==> src/rtl/piso_serializer.sv <==
// Parallel-in serial-out frame serializer with valid/ready load handshake.
// Optional even-parity trailer bit is enabled by defining PISO_PARITY_EN.
module piso_serializer #(
  parameter int WIDTH     = 4,
  parameter int MSB_FIRST = 1
) (
  input  logic             clk,
  input  logic             rst_n,
  input  logic [WIDTH-1:0] ins,
  input  logic             load_valid,
  output logic             load_ready,
  output logic             sout,
  output logic             sout_valid,
  output logic             frame_start,
  output logic             busy
);

  localparam int CW = (WIDTH > 2) ? $clog2(WIDTH) : 1;
  localparam logic [CW-1:0] LAST = CW'(WIDTH - 1);

`ifdef PISO_PARITY_EN
  typedef enum logic [1:0] {IDLE = 2'd0, SHIFT = 2'd1, PARITY = 2'd2} state_t;
`else
  localparam logic [CW-1:0] PENULT = CW'(WIDTH - 2);
  typedef enum logic [0:0] {IDLE = 1'b0, SHIFT = 1'b1} state_t;
`endif

  state_t           state_reg;
  logic [WIDTH-1:0] shreg;
  logic [CW-1:0]    cnt_reg;
  logic             sout_reg;
  logic             sout_valid_reg;
  logic             frame_start_reg;
  logic             busy_reg;
  logic             load_ready_reg;
`ifdef PISO_PARITY_EN
  logic             parity_reg;
`endif

  logic             ins_first;
  logic [WIDTH-1:0] ins_shifted;
  logic             shreg_next;
  logic [WIDTH-1:0] shreg_shifted;

  // The first bit goes straight to sout on acceptance, so the shift register
  // holds the remaining bits already aligned to the outgoing end.
  generate
    if (MSB_FIRST != 0) begin : g_msb
      assign ins_first     = ins[WIDTH-1];
      assign ins_shifted   = {ins[WIDTH-2:0], 1'b0};
      assign shreg_next    = shreg[WIDTH-1];
      assign shreg_shifted = {shreg[WIDTH-2:0], 1'b0};
    end else begin : g_lsb
      assign ins_first     = ins[0];
      assign ins_shifted   = {1'b0, ins[WIDTH-1:1]};
      assign shreg_next    = shreg[0];
      assign shreg_shifted = {1'b0, shreg[WIDTH-1:1]};
    end
  endgenerate

  always_ff @(posedge clk or negedge rst_n) begin
    if (!rst_n) begin
      state_reg       <= IDLE;
      shreg           <= '0;
      cnt_reg         <= '0;
      sout_reg        <= 1'b0;
      sout_valid_reg  <= 1'b0;
      frame_start_reg <= 1'b0;
      busy_reg        <= 1'b0;
      load_ready_reg  <= 1'b1;
`ifdef PISO_PARITY_EN
      parity_reg      <= 1'b0;
`endif
    end else if (load_valid && load_ready_reg) begin
      state_reg       <= SHIFT;
      shreg           <= ins_shifted;
      cnt_reg         <= '0;
      sout_reg        <= ins_first;
      sout_valid_reg  <= 1'b1;
      frame_start_reg <= 1'b1;
      busy_reg        <= 1'b1;
      load_ready_reg  <= 1'b0;
`ifdef PISO_PARITY_EN
      parity_reg      <= ^ins;
`endif
    end else begin
      frame_start_reg <= 1'b0;
      case (state_reg)
        SHIFT: begin
          if (cnt_reg == LAST) begin
`ifdef PISO_PARITY_EN
            state_reg      <= PARITY;
            sout_reg       <= parity_reg;
            load_ready_reg <= 1'b1;
`else
            state_reg      <= IDLE;
            sout_reg       <= 1'b0;
            sout_valid_reg <= 1'b0;
            busy_reg       <= 1'b0;
            load_ready_reg <= 1'b1;
`endif
          end else begin
            cnt_reg  <= cnt_reg + CW'(1);
            sout_reg <= shreg_next;
            shreg    <= shreg_shifted;
`ifndef PISO_PARITY_EN
            // Ready rises one cycle early so it is high during the last bit.
            load_ready_reg <= (cnt_reg == PENULT);
`endif
          end
        end
        default: begin
          state_reg      <= IDLE;
          sout_reg       <= 1'b0;
          sout_valid_reg <= 1'b0;
          busy_reg       <= 1'b0;
          load_ready_reg <= 1'b1;
        end
      endcase
    end
  end

  assign load_ready  = load_ready_reg;
  assign sout        = sout_reg;
  assign sout_valid  = sout_valid_reg;
  assign frame_start = frame_start_reg;
  assign busy        = busy_reg;

endmodule
==> config.mk <==
export PLATFORM = sky130hd
export DESIGN_NAME = piso_serializer
export DESIGN_NICKNAME = d
export VERILOG_FILES = /design/src/rtl/piso_serializer.sv
export SDC_FILE = /design/constraint.sdc
export NUM_CORES = 1
export LEC_CHECK = 0
export ABC_CLOCK_PERIOD_IN_PS = 3550
export CAP_MARGIN = 5
export CELL_PAD_IN_SITES_DETAIL_PLACEMENT = 1
export CELL_PAD_IN_SITES_GLOBAL_PLACEMENT = 1
export CORE_AREA = 2 2 39 41
export DETAILED_ROUTE_END_ITERATION = 16
export DIE_AREA = 0 0 41 43
export PLACE_DENSITY = 0.81
export SYNTH_ARGS = -nofsm -noshare
export SYNTH_HDL_FRONTEND = slang
export SYNTH_SLANG_ARGS = --single-unit
==> constraint.sdc <==
create_clock -name clk -period 3.55 [get_ports clk]
set_input_delay 0.71 -clock clk [delete_from_list [all_inputs] [get_ports clk]]
set_output_delay 0.71 -clock clk [all_outputs]
set_load 0.01 [all_outputs]
==> results.yml <==
clock_tree:
  cts_hold_buf: 0
  ctsLongestPathBuffers: 2
  root_buffer: "clkbuf_4"
  cts_resized: 0
  clock-sinks: 10
  numCtsBuffers: 3
  cts_tree: "yes"
  cts_max_level: 1
  cts_setup_buffers: 0
  clkTransAtPathRegs_ps: 70
  worstSkewPairLatency_ps: 270
outcome:
  status: "complete, no violations"
global_routing:
  gr-usage-met3: 0.0314
  gr-usage-all-layers: 0.127
  grt_max_degree: 12
  antenna_found_initial: 0
  grt_use_met1: 0.132
  grtUsageMet2: 0.181
  grt_pass1_wl_um: 1350
  busiest_layer: "met2"
  overflow: 0
  grt_pass1_vias: 324
detailed_routing:
  drtPass1Iterations: 4
  remaining_drc_errors: 0
  wl_per_cell_um: 11.9
  vias: 310
  drtIter0Drc: 1
  wirelength_um: 809
  ant_nets: 0
  via_per_inst: 4.56
synth:
  syn_area_um2: 439
  synth-seq-cells: 10
  syn_nets: 49
  ys_seq_area_frac: 0.573
  syn_inst: 40
  synth_area_per_cell_um2: 11.0
  ys_warn_count: 0
  ys_types: 17
floorplan:
  die_w_um: 41
  core-area_um2: 1380
  die_h_um: 43
  num_io_pins: 12
  initial_core_util: 0.317
  die_area_um2: 1760
  rows: 14
cells_and_area:
  multi_input_comb_area_um2: 153
  final_cell_mix: "clkdlybuf4s50_1 (11), dfrtp_1 (9), nand2_1 (7)"
  diodes: 0
  nets: 62
  final_util: 0.420
  largest_reg_flops: 3
  drive_gt1_frac: 0.135
  n_fill_cell: 155
  area_delta_synth_final_pct: 32.5
  layout_commonest_cell: "clkdlybuf4s50_1"
  regArea_um2: 251
power_and_ir_drop:
  leakage_uw: 0.000275
  peakVddDrop_mv: 0.256
  swShare: 0.332
  clkPwrFrac: 0.204
  share_seq_of_total_power: 0.384
  intPower_uw: 338
  powerDensity_nw_per_um2: 869
  combPwrFrac: 0.412
  p_switching_uw: 168
critical_path:
  critPathLaunchType: "flip-flop"
  cp_slowest_cell: "dfstp_2"
  path_cells: "clkdlybuf4s50_1"
  slowest_delay_ps: 520
  crit_family: "flip-flops"
  endpoint_kind: "output port"
  worst_ep_arrival_time_ps: 1310
  cp.required_ps: 2840
  crit_type: "flip-flop to output port"
  cp_max_fo: 2
  crit_buf_inv: 1
sta:
  slew_violations: 0
  fmaxAchievable_mhz: 494
  setup_viol: 0
  fin_crit_sh: 0.570
  hold_violations: 0
  layout_min_cycle_time_ps: 2020
  slew_headroom: 0.710
  rsz0062_at_grt: "false"
  fin_skew_ps: 4.46
  fin_ws_ps: 1530
  worstMarginPinSlew_ps: 434
  tns_ps: 0
worst_hold_path:
  hold_path_class: "flip-flop to flip-flop"
run:
  drv_cap: 0
placed_design:
  finalWeightedCongestion: 0.705
  port_buffers: 11
  place_ws_ps: 1620
[power groups by stage]
stage	registers, uW	clock network (uW)	logic (uW)
floorplan	203	0	145
global placement	194	0	204
global route	201	109	240
CTS	196	107	213
detailed placement	198	0	211
finish	194	103	208
[synth_stat cells]
cell,number,area share
o21ai_0,3,0.034
mux2i_1,2,0.046
nand2_1,7,0.060
dfstp_2,1,0.060
buf_6,1,0.026
buf_4,1,0.017
inv_1,3,0.026
a21oi_2,1,0.020
buf_2,1,0.011
nand2b_4,1,0.031
nor2_1,4,0.034
a22o_1,1,0.020
ha_1,2,0.057
xnor2_1,1,0.020
dfrtp_1,9,0.51
nand3_1,1,0.011
or2_1,1,0.014
[final cells by class]
cell class              count  share of cell area
flip-flops and latches     10               0.432
multi-input cells          24               0.262
repair buffers             11               0.189
clock buffers               4              0.0624
well taps                  16              0.0344
inverters                   3              0.0194
[path summary, 6_finish.rpt]
| path | startpoint | end | slack (ps) | cells after the start |
|---|---|---|---|---|
| max reg2reg | load_ready | sout | 2290 | 4 |
| min in group asynchronous | rst_n | sout | 740 | 1 |
| min reg2reg | shreg[3] | sout | 510 | 1 |
| max in group asynchronous | rst_n | load_ready | 2470 | 1 |
| max | load_ready | load_ready | 1530 | 1 |
| min | shreg[3] | sout | 510 | 1 |
[worst register-to-register path, stage by stage, from the launching register on]
cell	delay, ps
dfstp_2	520
nand2_1	90
inv_1	270
nor2_1	90
a22o_1	180
[metrics by stage]
step                      total power (uW)  std cells  hold WS [ps]  area (um2)
final                                  506         68           506         582
after global routing                   551         68           542         582
after CTS                              515         68           510         582
after detailed placement               409         64           494         546
after global placement                 398         64           482         546
after floorplan                        347         40           414         439
[layer usage]
layer | wire [um] | vias up
met5 | 0 | -
met4 | 35 | 0
met3 | 30 | 4
met2 | 422 | 9
met1 | 321 | 149
li1 | - | 148
[logic make-up (layout without fill, tap and decap cells)]
group,count (synthesis),in the layout,share of synthesized area
flops,10,10,0.573
buf+inv,6,18,0.0798
fa+ha+maj,2,2,0.0570
simple gates,14,14,0.151
xor+xnor,1,1,0.0199
mux,2,2,0.0456
compound gates,5,5,0.0741
Note: power is estimated with default switching activity, not from simulation.
